--- src/rtl/bram_block_reader.sv ---
// Reads a DEPTH-word block from BRAM port B and streams it out through a credit-controlled skid FIFO.
// Optional data checker against the writer's pattern is built when BRAMREAD_CHECK_EN is defined.
module bram_block_reader #(
  parameter logic [31:0] ADDR_BASE    = 32'h4000_0000,
  parameter int          DEPTH        = 16,
  parameter int          READ_LATENCY = 2
) (
  input  logic        clk40,
  input  logic        resetn,
  input  logic        start,
  output logic        busy,
  output logic        done,
  output logic [31:0] addrb,
  output logic        clkb,
  output logic [31:0] dinb,
  output logic        enb,
  output logic        rstb,
  output logic [3:0]  web,
  input  logic [31:0] doutb,
  output logic [31:0] m_tdata,
  output logic        m_tvalid,
  input  logic        m_tready,
  output logic        m_tlast,
  output logic [15:0] err_count,
  output logic        mismatch
);

  localparam int FIFO_DEPTH = READ_LATENCY + 2;
  localparam int PW = $clog2(FIFO_DEPTH);
  localparam int CW = $clog2(FIFO_DEPTH + 1);
  localparam logic [15:0]   LAST_IDX   = 16'(DEPTH - 1);
  localparam logic [PW-1:0] PTR_MAX    = PW'(FIFO_DEPTH - 1);
  localparam logic [CW:0]   CREDIT_MAX = (CW + 1)'(FIFO_DEPTH);

  typedef enum logic [1:0] {IDLE, READ, DRAIN} state_t;

  state_t state_q, state_d;
  logic [15:0] idx_q, idx_d;
  logic done_q, done_d;
  logic [READ_LATENCY-1:0] vld_q, vld_d;
  logic [READ_LATENCY-1:0] tag_q, tag_d;
  logic [31:0] mem_q [FIFO_DEPTH];
  logic [31:0] mem_d [FIFO_DEPTH];
  logic last_mem_q [FIFO_DEPTH];
  logic last_mem_d [FIFO_DEPTH];
  logic [PW-1:0] wr_ptr_q, wr_ptr_d, rd_ptr_q, rd_ptr_d;
  logic [CW-1:0] fifo_count_q, fifo_count_d;

  logic [CW-1:0] in_flight;
  logic [CW:0]   credit_sum;
  logic issue, push, pop, start_accept;

  assign clkb  = clk40;
  assign dinb  = 32'h0;
  assign rstb  = 1'b0;
  assign web   = 4'b0000;
  assign busy  = (state_q != IDLE);
  assign done  = done_q;
  assign enb   = issue;
  assign addrb = ADDR_BASE + {16'h0, idx_q};

  assign m_tvalid = (fifo_count_q != '0);
  assign m_tdata  = mem_q[rd_ptr_q];
  assign m_tlast  = m_tvalid && last_mem_q[rd_ptr_q];

  assign start_accept = (state_q == IDLE) && start;
  assign push = vld_q[READ_LATENCY-1];
  assign pop  = m_tvalid && m_tready;

  // Credit counts everything issued but not yet popped; a same-cycle pop is deliberately not credited.
  always_comb begin
    in_flight = '0;
    for (int i = 0; i < READ_LATENCY; i++) begin
      in_flight = in_flight + CW'(vld_q[i]);
    end
  end

  assign credit_sum = {1'b0, fifo_count_q} + {1'b0, in_flight};
  assign issue = (state_q == READ) && (credit_sum < CREDIT_MAX);

  always_comb begin
    state_d = state_q;
    idx_d   = idx_q;
    done_d  = 1'b0;
    case (state_q)
      IDLE: begin
        if (start) begin
          state_d = READ;
          idx_d   = '0;
        end
      end
      READ: begin
        if (issue) begin
          idx_d = idx_q + 16'd1;
          if (idx_q == LAST_IDX) state_d = DRAIN;
        end
      end
      DRAIN: begin
        if (pop && m_tlast) begin
          state_d = IDLE;
          done_d  = 1'b1;
        end
      end
      default: state_d = IDLE;
    endcase
  end

  // Each issue travels down the latency pipe with a flag marking the final word of the block.
  always_comb begin
    vld_d    = vld_q;
    tag_d    = tag_q;
    vld_d[0] = issue;
    tag_d[0] = issue && (idx_q == LAST_IDX);
    for (int i = 1; i < READ_LATENCY; i++) begin
      vld_d[i] = vld_q[i-1];
      tag_d[i] = tag_q[i-1];
    end
  end

  always_comb begin
    mem_d        = mem_q;
    last_mem_d   = last_mem_q;
    wr_ptr_d     = wr_ptr_q;
    rd_ptr_d     = rd_ptr_q;
    fifo_count_d = fifo_count_q;
    if (push) begin
      mem_d[wr_ptr_q]      = doutb;
      last_mem_d[wr_ptr_q] = tag_q[READ_LATENCY-1];
      wr_ptr_d = (wr_ptr_q == PTR_MAX) ? '0 : wr_ptr_q + PW'(1);
    end
    if (pop) begin
      rd_ptr_d = (rd_ptr_q == PTR_MAX) ? '0 : rd_ptr_q + PW'(1);
    end
    case ({push, pop})
      2'b10:   fifo_count_d = fifo_count_q + CW'(1);
      2'b01:   fifo_count_d = fifo_count_q - CW'(1);
      default: fifo_count_d = fifo_count_q;
    endcase
  end

  always_ff @(posedge clk40) begin
    if (!resetn) begin
      state_q      <= IDLE;
      idx_q        <= '0;
      done_q       <= 1'b0;
      vld_q        <= '0;
      tag_q        <= '0;
      wr_ptr_q     <= '0;
      rd_ptr_q     <= '0;
      fifo_count_q <= '0;
      for (int i = 0; i < FIFO_DEPTH; i++) begin
        mem_q[i]      <= '0;
        last_mem_q[i] <= 1'b0;
      end
    end else begin
      state_q      <= state_d;
      idx_q        <= idx_d;
      done_q       <= done_d;
      vld_q        <= vld_d;
      tag_q        <= tag_d;
      wr_ptr_q     <= wr_ptr_d;
      rd_ptr_q     <= rd_ptr_d;
      fifo_count_q <= fifo_count_d;
      mem_q        <= mem_d;
      last_mem_q   <= last_mem_d;
    end
  end

`ifdef BRAMREAD_CHECK_EN
  logic [3:0]  pop_idx_q, pop_idx_d;
  logic [15:0] err_q, err_d;
  logic        mis_q, mis_d;

  // Popped words are checked in order, so a 4-bit beat counter reproduces the writer's pattern.
  always_comb begin
    pop_idx_d = pop_idx_q;
    err_d     = err_q;
    mis_d     = mis_q;
    if (start_accept) begin
      pop_idx_d = '0;
      err_d     = '0;
      mis_d     = 1'b0;
    end else if (pop) begin
      pop_idx_d = pop_idx_q + 4'd1;
      if (m_tdata != {28'h0, pop_idx_q}) begin
        mis_d = 1'b1;
        if (err_q != 16'hFFFF) err_d = err_q + 16'd1;
      end
    end
  end

  always_ff @(posedge clk40) begin
    if (!resetn) begin
      pop_idx_q <= '0;
      err_q     <= '0;
      mis_q     <= 1'b0;
    end else begin
      pop_idx_q <= pop_idx_d;
      err_q     <= err_d;
      mis_q     <= mis_d;
    end
  end

  assign err_count = err_q;
  assign mismatch  = mis_q;
`else
  assign err_count = 16'h0;
  assign mismatch  = 1'b0;
`endif

endmodule

--- config.mk ---
export PLATFORM = sky130hd
export DESIGN_NAME = bram_block_reader
export DESIGN_NICKNAME = d
export VERILOG_FILES = /design/src/rtl/bram_block_reader.sv
export SDC_FILE = /design/constraint.sdc
export NUM_CORES = 1
export LEC_CHECK = 0
export BUFFER_PORTS_ARGS = -buffer_cell sky130_fd_sc_hd__clkbuf_2
export CORE_MARGIN = 8
export CORE_UTILIZATION = 54
export DETAILED_ROUTE_END_ITERATION = 10
export GPL_TIMING_DRIVEN = 0
export HOLD_SLACK_MARGIN = 0.03
export PLACE_DENSITY = 0.79
export SLEW_MARGIN = 5
export SYNTH_ARGS = -nofsm -noshare
export SYNTH_HDL_FRONTEND = slang
export SYNTH_SLANG_ARGS = --single-unit
--- constraint.sdc ---
create_clock -name clk40 -period 2.26 [get_ports clk40]
set_input_delay 0.226 -clock clk40 [delete_from_list [all_inputs] [get_ports clk40]]
set_output_delay 0.226 -clock clk40 [all_outputs]
set_load 0.005 [all_outputs]
==> results of run 1 <==
-- timing repair --
| action | in CTS | in global routing |
|---|---|---|
| cloned | 0 | 0 |
| hold buffers | 34 | 0 |
| endpoints found under the hold margin | 130 | 0 |
| setup buffers | 0 | 2 |
| pin swaps | 0 | 1 |
| resized for setup | 15 | 6 |
| endpoints found under the setup margin | 33 | 29 |
-- power by group through the flow --
stage	combinational (mW)	sequential, mW	clock (mW)
finish	0.652	2.93	3.18
CTS	0.632	2.92	3.21
global placement	0.569	2.98	0.0439
floorplan	0.394	2.98	0.0287
detailed placement	0.575	2.98	0.0439
global route	0.709	2.93	3.33
-- worst max-delay path by stage --
stage | endpoint | from | depth (start not counted) | slack (ns)
after CTS | m_tlast | rd_ptr_q[0]$_SDFFE_PN0P_ | 4 | 0.01
after global placement | fifo_count_q[2]$_SDFFE_PN0P_ | fifo_count_q[1]$_SDFFE_PN0P_ | 9 | -0.04
after detailed placement | fifo_count_q[2]$_SDFFE_PN0P_ | fifo_count_q[1]$_SDFFE_PN0P_ | 9 | -0.07
after floorplan | fifo_count_q[2]$_SDFFE_PN0P_ | fifo_count_q[1]$_SDFFE_PN0P_ | 9 | 0.15
after global routing | m_tdata[29] | rd_ptr_q[1]$_SDFFE_PN0P_ | 4 | -0.009
final | m_tdata[29] | rd_ptr_q[1]$_SDFFE_PN0P_ | 4 | 0.07
-- cells in the mapped netlist (2+ instances only) --
| cell type | n |
|---|---|
| a211oi_1 | 2 |
| buf_2 | 6 |
| o21ai_0 | 3 |
| and2_1 | 9 |
| mux4_2 | 33 |
| and4_1 | 3 |
| a21o_1 | 2 |
| mux2i_1 | 4 |
| nand2b_1 | 2 |
| a21oi_1 | 148 |
| or4_1 | 11 |
| and3_1 | 4 |
| dfxtp_1 | 162 |
| conb_1 | 2 |
| o31ai_1 | 12 |
| nor2_1 | 13 |
| ha_1 | 8 |
| or3_1 | 3 |
| inv_1 | 8 |
| buf_4 | 71 |
| nor3_1 | 3 |
| nand2_1 | 276 |
| clkbuf_1 | 41 |
| xor2_1 | 2 |
| nand4_1 | 3 |
| nand3_1 | 7 |
| buf_1 | 10 |
| nor4_1 | 2 |
-- final cells by class --
class                      count  area [sq um]  area share
buffer                       129           801      0.0860
tap                          176           220      0.0236
multi-input combinational    632          3550       0.381
timing repair buffer         124           796      0.0854
inverter                       9          33.8     0.00363
clock inverter                 4          70.1     0.00752
clock buffer                  32           597      0.0641
sequential                   162          3250       0.348
-- cells by family (layout without fill, tap and decap cells) --
| family | Yosys count | count (layout) | share of synthesized area |
|---|---|---|---|
| AND/OR/NAND/NOR | 342 | 342 | 0.196 |
| AO/OA/AOI/OAI | 172 | 172 | 0.126 |
| flip-flops | 162 | 162 | 0.442 |
| buffers and inverters | 139 | 298 | 0.110 |
| multiplexers | 37 | 37 | 0.107 |
| adder cells (fa/ha/maj) | 9 | 9 | 0.0164 |
| other | 2 | 70 | 0.00102 |
| XOR/XNOR | 2 | 2 | 0.00239 |
-- critical path, stage by stage, from the launching register on --
cell	delay, ns
dfxtp_1	0.34
buf_4	0.20
buf_6	0.21
mux4_2	0.54
clkbuf_2	0.14
-- flip-flops by register name (all words and copies together) (netlist names) --
| register | cells |
|---|---|
| mem_q | 128 |
| idx_q | 16 |
| last_mem_q | 4 |
| fifo_count_q | 3 |
| rd_ptr_q | 2 |
| state_q | 2 |
| tag_q | 2 |
| vld_q | 2 |
| wr_ptr_q | 2 |
| done | 1 |
-- metrics by stage --
step                      power (mW)  instances  area, sq um
after floorplan                 3.40        933         7590
after global placement          3.60       1198         8250
after detailed placement        3.60       1198         8250
after CTS                       6.76       1266         9290
after global routing            6.97       1268         9320
final                           6.76       1268         9320
-- metal layers --
metal,up-vias,share of wire
li1,3228,-
met1,3136,0.40
met2,306,0.50
met3,35,0.077
met4,0,0.017
met5,-,0
==> metrics, run 1 <==
outcome completed; worst hold stages 4; WS Path Type reg2out; IR drop worst, VDD 0.604 mV; met1 usage in global routing 0.262; Synth Flop Type dfxtp_1; antenna violations before repair 0; TNS Setup 0 ns; Worst-path clk slew approximately 0.060 ns; Power Density slightly above 700 mW/mm^2; final core utilization 0.704; Final GP Congestion between 0.8 and 0.9; Synth area leader dfxtp_1; hpwl dp roughly 13000 um; clock latency at the later pin of the worst-skew pair between 0.5 and 0.6 ns; crit-path max FO 10; drt total wl between 15000 and 20000 um; busiest layer in global routing met2; logic gate share of total power 0.096; DRC viols 0; Die Height ~130 um; CTS tree built; Die Area between 0.015 and 0.02 sq mm; gr usage total 0.223; Port-buffer cells ~90; Switching Share 0.227; vias around 6.7k; Fillers 1069; EDFF count, synth 0; arrival time worst endpoint 1.97 ns; global-route wire length before repair about 32000 um; Worst-Margin Slew ~0.65 ns; power share of the sequential group 0.433; hold path start m_tready; WL per Instance about 16 um; reg2reg start fifo_count_q[1]$_SDFFE_PN0P_; r2r setup slk between 0.1 and 0.15 ns; GR Util met2 0.381; # diodes 0; GRT overflow 0; R2R depth 8; end of the worst register-to-register path fifo_count_q[2]$_SDFFE_PN0P_; synthesized instance count approximately 870; cell area after synthesis roughly 0.0073 sq mm; final setup vio count 0; number of global-route vias before repair around 6.5k; asr flop ratio synth 0; Endpoint, Worst Hold done$_SDFF_PN0_; synthesized flop and latch total ~160; commonest cells after routing, fill and taps aside 276 x nand2_1, 160 x dfxtp_1, 148 x a21oi_1, 92 x clkbuf_2, 74 x buf_4; post-synth top area share 0.442; Cell variety after synth 43; Min Hold Slack between 0.1 and 0.15 ns; largest net degree at the start of global routing 17; pre-CTS WS -0.0668 ns; RSZ-0062 raised after global routing yes; startpoint types flip-flop; internal power 5.23 mW; Area contributors post-synth dfxtp_1 44%, nand2_1 14%, mux4_2 10%; P_sw ~1.5 mW; Die W approximately 130 um; Seq/Total Area, Yosys 0.442; clock network fraction of design power 0.471; fin nets between 1k and 1.5k; Slew HR 0.568; Final Hold Viols 0; LEAKAGE about 3.6 nW; Row Count 42; Starting Density 0.554; fmax ~0.46 GHz; Core Region between 0.01 and 0.015 sq mm; GRT met3 Usage 0.0598; ratio of cells with drive above 1 in the final layout 0.224; IO Pins 160; Worst Setup End Kind output pin; MaxCap Viol Count 0; Worst Hold Class in2reg; commonest non-fill, non-tap cell in the layout nand2_1; synth-to-layout area growth 27.1%; Initial DRC Count roughly 500; DR pass1 iterations 5; clk_skew between 0.006 and 0.007 ns; Req. time, crit path 2.03 ns; max-slew violations 0; Yosys warnings 0; via/cell ratio around 5.3; crit path time final 2.19 ns; Mean Syn Cell Area 8.48 sq um; setup ws final approximately 0.067 ns; number of nets with antenna violations after routing 0; fin crit share 0.970
Note: power is estimated with default switching activity, not from simulation.
==> run 2, diff against run 1 <==
- ABC_AREA: unset -> 1
- CORE_UTILIZATION: 54 -> 55
- PLACE_DENSITY: 0.79 -> 0.8
- TNS_END_PERCENT: unset -> 5
==> run 2 against run 1 <==
Net effect:
- synthesized cell count increased by 23%
- clock skew fell by 0.0018 ns
- global-route usage up 2.1 points
==> metrics, run 2 <==
Power Density 761 mW/mm^2 (+4.9%); asr flop ratio synth 0 (unchanged); Starting Density 0.566 (+0.0123); hpwl dp 14600 um (+11%); Seq/Total Area, Yosys 0.431 (-0.0113); commonest non-fill, non-tap cell in the layout nor2_1; Row Count 42 (unchanged); gr usage total 0.244 (+0.0206); EDFF count, synth 0 (unchanged); DRC viols 0 (unchanged); RSZ-0062 raised after global routing yes; antenna violations before repair 0 (unchanged); vias 7442 (+11%); Fillers 1158 (+8.3%); Synth Flop Type dfxtp_1; Yosys warnings 0 (unchanged); ratio of cells with drive above 1 in the final layout 0.205 (-0.0195); Req. time, crit path 2.03 ns (about the same); Crit path largest cell delay 0.40 ns (-0.14 ns); max-slew violations 0 (unchanged); via/cell ratio 5.10 (-3.6%); crit path cell chain buf_4 > buf_2 > o21ai_0 > o22ai_1 > clkbuf_2; crit-path max FO 10 (unchanged); WL per Instance 14.7 um (-5.6%); MaxCap Viol Count 0 (unchanged); Area contributors post-synth dfxtp_1 43%, nor2_1 18%, o21ai_0 14%; Post-CTS Setup Inserts 0 (unchanged); Die Area 0.0177 sq mm (+0.67%); Worst-path clk slew 0.06 ns (about the same); Die Height 133 um (+0.33%); Slew HR 0.626 (+0.0586); pre-CTS WS 0.264 ns (+0.331 ns); fin nets 1316 (+17%); clk_skew 0.00451 ns (-0.00178 ns); IR drop worst, VDD 0.582 mV (-3.6%); Synth area leader dfxtp_1; Cell variety after synth 30 (-30%); clock latency at the later pin of the worst-skew pair 0.54 ns (about the same); Largest register FFs 128 (unchanged); synthesized flop and latch total 162 (unchanged); power share of the sequential group 0.407 (-0.026); Worst Setup End Kind output pin; TNS Setup 0 ns (unchanged); clock network fraction of design power 0.457 (-0.014); WS Path Type reg2out; storage element area 0.00324 sq mm (about the same); top cells by count, synth 368 x nor2_1, 206 x o21ai_0, 162 x dfxtp_1; most common cell in the synthesized netlist nor2_1; logic gate share of total power 0.135 (+0.039); final setup vio count 0 (unchanged); Final GP Congestion 0.868 (+5.4%); IO Pins 160 (unchanged); cell area after synthesis 0.00752 sq mm (+2.6%); commonest cells after routing, fill and taps aside 368 x nor2_1, 206 x o21ai_0, 161 x dfxtp_1, 96 x clkbuf_2, 74 x buf_4; synth-to-layout area growth 26.0%; Worst-Margin Slew 0.561 ns (-0.0879 ns); crit path time final 2.21 ns (+0.0149 ns); outcome completed; biggest regs mem_q: 128 flops, idx_q: 16 flops, last_mem_q: 4 flops; area of the multi-input gates 0.00359 sq mm (+0.92%); Final Hold Viols 0 (unchanged); Port-buffer cells 88 (-1.1%); Mean Syn Cell Area 7.10 sq um (-16%); Initial DRC Count 728 (+45%); CTS tree built; LEAKAGE 4.20 nW (+15%); synthesized instance count 1060 (+23%); global-route wire length before repair 35200 um (+10%); largest net degree at the start of global routing 17 (unchanged); Worst Hold Class in2reg; fin crit share 0.977 (+0.00658); slowest cell on the critical path dfxtp_2; startpoint types flip-flop; # diodes 0 (unchanged); Die W 133 um (+0.33%); post-synth top area share 0.431 (-0.0113); DR pass1 iterations 5 (unchanged); P_sw 1.80 mW (+18%); Switching Share 0.250 (+0.0236); number of nets with antenna violations after routing 0 (unchanged); internal power 5.41 mW (+3.5%); setup ws final 0.0518 ns (-0.0149 ns); number of global-route vias before repair 7059 (+9.3%); drt total wl 21500 um (+8.7%); arrival time worst endpoint 1.98 ns (about the same); fmax 0.453 GHz (-0.67%); GRT overflow 0 (unchanged); Core Region 0.0133 sq mm (+0.40%); Largest Register mem_q
-- run 2: cell count changes in the layout (fill, tap and decap cells not counted), moves of 8 or more --
cell      delta
o22ai_1     +31
mux4_2      -33
clkbuf_1    -14
nor2_1     +355
buf_2       +19
and2_1       -8
o31ai_1     -11
inv_2        +8
buf_1        -9
or4_1       -11
nand2_1    -227
inv_1       +17
o21ai_0    +203
a21oi_1    -133
-- run 2: kinds of logic after synthesis --
group,after synthesis,share of synthesized area
compound gates,258,0.179
fa+ha+maj,9,0.0160
buf+inv,170,0.127
flops,162,0.431
other cells,2,0.000998
simple gates,459,0.246
-- run 2: metrics by stage --
stage	power [mW]	cell area (sq um)	utilization	hold slack (ns)	instances
finish	7.21	9480	0.713	0.0825	1460
global route	7.49	9480	0.713	0.0996	1460
CTS	7.22	9470	0.712	0.0589	1460
detailed placement	3.94	8440	0.635	0.391	1392
global placement	3.93	8440	0.635	0.391	1392
floorplan	3.60	7780	-	0.307	1128
-- run 2: what timing repair did --
| item | CTS | global route |
|---|---|---|
| hold buffers | 33 | 0 |
| endpoints found under the setup margin | 24 | 29 |
| hold endpoints to repair | 115 | 0 |
| resized for setup | 7 | 12 |
| pin swaps | 1 | 1 |
| cloned | 0 | 0 |
-- run 2: worst paths after layout --
check	from	to	slack, ns	depth (start not counted)
setup / recovery	rd_ptr_q[0]$_SDFFE_PN0P_	m_tdata[31]	0.05	5
hold / removal	m_tready	rd_ptr_q[0]$_SDFFE_PN0P_	0.08	3
hold reg to reg	tag_q[0]$_SDFF_PN0_	tag_q[1]$_SDFF_PN0_	0.44	2
setup reg to reg	fifo_count_q[0]$_SDFFE_PN0P_	fifo_count_q[2]$_SDFFE_PN0P_	0.23	11
-- run 2: metal layers --
layer  vias to the layer above  share of wire  global-route usage
met4                         0          0.014              0.0770
met2                       296           0.49               0.415
met5                         -              0                   0
met1                      3393           0.42               0.292
met3                        28          0.075              0.0640
li1                       3725              -                   -
-- run 2: power groups by stage --
| stage | logic, mW | registers (mW) | clock network [mW] |
|---|---|---|---|
| after detailed placement | 0.901 | 3.00 | 0.0439 |
| after global routing | 1.08 | 2.94 | 3.46 |
| after floorplan | 0.584 | 2.99 | 0.0287 |
| after global placement | 0.892 | 3.00 | 0.0439 |
| after CTS | 0.961 | 2.94 | 3.33 |
| final | 0.977 | 2.94 | 3.30 |
-- run 2: area by class of cell --
| type | count | area share |
|---|---|---|
| tap | 176 | 0.0232 |
| timing repair buffer | 120 | 0.0807 |
| buffer | 135 | 0.0888 |
| sequential | 162 | 0.342 |
| inverter | 35 | 0.0139 |
| clock inverter | 10 | 0.0137 |
| multi-input combinational | 796 | 0.378 |
| clock buffer | 26 | 0.0595 |
-- run 2: critical path: cells and delay by family, from the launching register on --
kind                   cells  cell delay, ns
buffers and inverters      3            0.60
AO/OA/AOI/OAI              2            0.44
flip-flops                 1            0.40
==> run 3, diff against run 2 <==
- CELL_PAD_IN_SITES_DETAIL_PLACEMENT: unset -> 0
- CELL_PAD_IN_SITES_GLOBAL_PLACEMENT: unset -> 2
- CORE_UTILIZATION: 55 -> 30
- PLACE_DENSITY: 0.8 -> unset
- PLACE_DENSITY_LB_ADDON: unset -> 0.1
==> run 3 against run 2 <==
Net effect:
- first-iteration DRC count shrank 48%
- cell count grew 11%
- via count shrank 4.1%
- sequential power is essentially flat
- global-route usage shrank 7.9 points
- worst hold slack gained 0.044 ns
- non-clock buffer count grew 1
- routed wire length grew 17%
- die area grew 72%
- combinational power is essentially flat
- clock skew grew 0.0057 ns
- register-to-register slack gained 0.03 ns
- largest cell class unchanged
- highest routed layer unchanged
==> metrics, run 3 (synthesized netlist as in run 2, its figures left out) <==
Req. time, crit path 2.03 ns (about the same); fmax 0.450 GHz (-0.59%); setup ws final 0.0388 ns (-0.0130 ns); crit-path max FO 10 (unchanged); Final GP Congestion 0.755 (-13%); Die Area 0.0304 sq mm (+72%); # diodes 0 (unchanged); fin crit share 0.983 (+0.00576); Die W 174 um (+31%); Die Height 174 um (+31%); WS Path Type reg2out; max-slew violations 0 (unchanged); CTS tree built; worst path bufs/invs 3 (unchanged); Placed Cells 1546 (+11%); Min Hold Slack 0.126 ns (+0.0440 ns); slowest cell on the critical path dfxtp_2; hold path start resetn; outcome completed; biggest regs mem_q: 128 flops, idx_q: 16 flops, last_mem_q: 4 flops; Worst-path clk slew 0.07 ns (about the same); Core Region 0.0249 sq mm (+87%); storage element area 0.00325 sq mm (about the same); MaxCap Viol Count 0 (unchanged); Slew HR 0.592 (-0.0341); IO Pins 160 (unchanged); drt total wl 25100 um (+17%); DR pass1 iterations 5 (unchanged); Finished Layout Cells 1615 (+11%); Worst-Margin Slew 0.612 ns (+0.0511 ns); reg2reg start fifo_count_q[0]$_SDFFE_PN0P_; Endpoint, Worst Hold idx_q[8]$_SDFFE_PN0P_; largest net degree at the start of global routing 18 (+1); Final Hold Viols 0 (unchanged); gr usage total 0.165 (-0.0787); Initial DRC Count 378 (-48%); clk_skew 0.0102 ns (+0.00573 ns); worst hold stages 3 (unchanged); Crit path largest cell delay 0.42 ns (+0.02 ns); Fillers 2736 (+140%); Top delay family on crit path buffers and inverters; Largest register FFs 128 (unchanged); final setup vio count 0 (unchanged); Starting Density 0.302 (-0.264); antenna violations before repair 0 (unchanged); commonest cells after routing, fill and taps aside 368 x nor2_1, 206 x o21ai_0, 160 x dfxtp_1, 95 x clkbuf_2, 80 x buf_4; Power Density 736 mW/mm^2 (-3.2%); DRC viols 0 (unchanged); crit path time final 2.22 ns (+0.0130 ns); IR drop worst, VDD 0.384 mV (-34%); Worst Setup End Kind output pin; Row Count 58 (+38%); number of nets with antenna violations after routing 0 (unchanged); WL per Instance 15.5 um (+5.7%); pre-CTS WS 0.225 ns (-0.0391 ns); Port-buffer cells 88 (unchanged); Worst Hold Class in2reg; LEAKAGE 4.19 nW (-0.24%); via/cell ratio 4.42 (-13%); RSZ-0062 raised after global routing yes; R2R depth 11 (unchanged); end of the worst register-to-register path fifo_count_q[2]$_SDFFE_PN0P_; arrival time worst endpoint 2.00 ns (+0.02 ns); commonest non-fill, non-tap cell in the layout nor2_1; number of global-route vias before repair 7255 (+2.8%); global-route wire length before repair 39600 um (+12%); r2r setup slk 0.26 ns (+0.03 ns); Largest Register mem_q; hpwl dp 17200 um (+18%); fin nets 1317 (+0.076%); clock latency at the later pin of the worst-skew pair 0.54 ns (about the same); crit path cell chain buf_2 > buf_4 > nor2_1 > o22ai_1 > clkbuf_2; startpoint types flip-flop; area of the multi-input gates 0.00358 sq mm (-0.10%); ratio of cells with drive above 1 in the final layout 0.206 (+0.00140); GRT overflow 0 (unchanged); synth-to-layout area growth 28.4%; vias 7135 (-4.1%)
## run 3: changes by cell type in the layout (fill, tap and decap cells not counted), sizes merged
cell	delta
clkbuf	-4
clkinvlp	-2
bufinv	-3
inv	+9
dlygate4sd3	+1
## run 3: through the flow
step	power, mW	instance area, sq um	utilization	setup TNS, ns
floorplan	3.60	7780	-	0
global placement	4.00	8630	0.347	0
detailed placement	3.99	8630	0.347	0
CTS	7.20	9640	0.387	0
global route	7.47	9660	0.388	-0.0222
finish	7.11	9660	0.388	0
## run 3: timing repair
action,4_1_cts,5_1_grt
gates resized for setup,19,8
buffers inserted,0,0
hold buffers,33,1
hold endpoints to repair,126,2
endpoints found under the setup margin,32,16
## run 3: report_power, final
part	internal, mW	switching [mW]
combinational	0.412	0.593
clock	1.74	1.44
sequential	2.90	0.0355
## run 3: routing by layer
layer | wire (um) | global-route usage | vias up
met5 | 0 | 0 | -
met3 | 901 | 0.0367 | 18
li1 | - | - | 3735
met1 | 12300 | 0.213 | 3239
met4 | 293 | 0.0442 | 0
met2 | 11600 | 0.273 | 143
## run 3: cell type report
type | instances | area share
multi-input cells | 796 | 0.371
flip-flops and latches | 162 | 0.336
plain buffers | 135 | 0.0893
repair buffers | 121 | 0.0803
clock buffers | 22 | 0.0527
well taps | 330 | 0.0427
clock inverters | 14 | 0.0148
inverters | 35 | 0.0136
## run 3: worst max-delay path by stage
stage          slack [ns]                         start  cells past startpoint                           end
2_1_floorplan        0.48  fifo_count_q[0]$_SDFFE_PN0P_                     11  fifo_count_q[2]$_SDFFE_PN0P_
3_3_place_gp         0.24  fifo_count_q[0]$_SDFFE_PN0P_                     11  fifo_count_q[2]$_SDFFE_PN0P_
3_5_place_dp         0.22  fifo_count_q[0]$_SDFFE_PN0P_                     11  fifo_count_q[2]$_SDFFE_PN0P_
4_1_cts             0.009      rd_ptr_q[0]$_SDFFE_PN0P_                      5                   m_tdata[23]
5_1_grt            -0.009      rd_ptr_q[0]$_SDFFE_PN0P_                      6                   m_tdata[23]
6_report             0.04      rd_ptr_q[0]$_SDFFE_PN0P_                      5                    m_tdata[1]
## run 3: worst min-delay path: cells and delay by family
family | cells | cell delay [ns]
AND/OR/NAND/NOR | 1 | 0.16
AO/OA/AOI/OAI | 1 | 0.04
buffers and inverters | 1 | 0.20
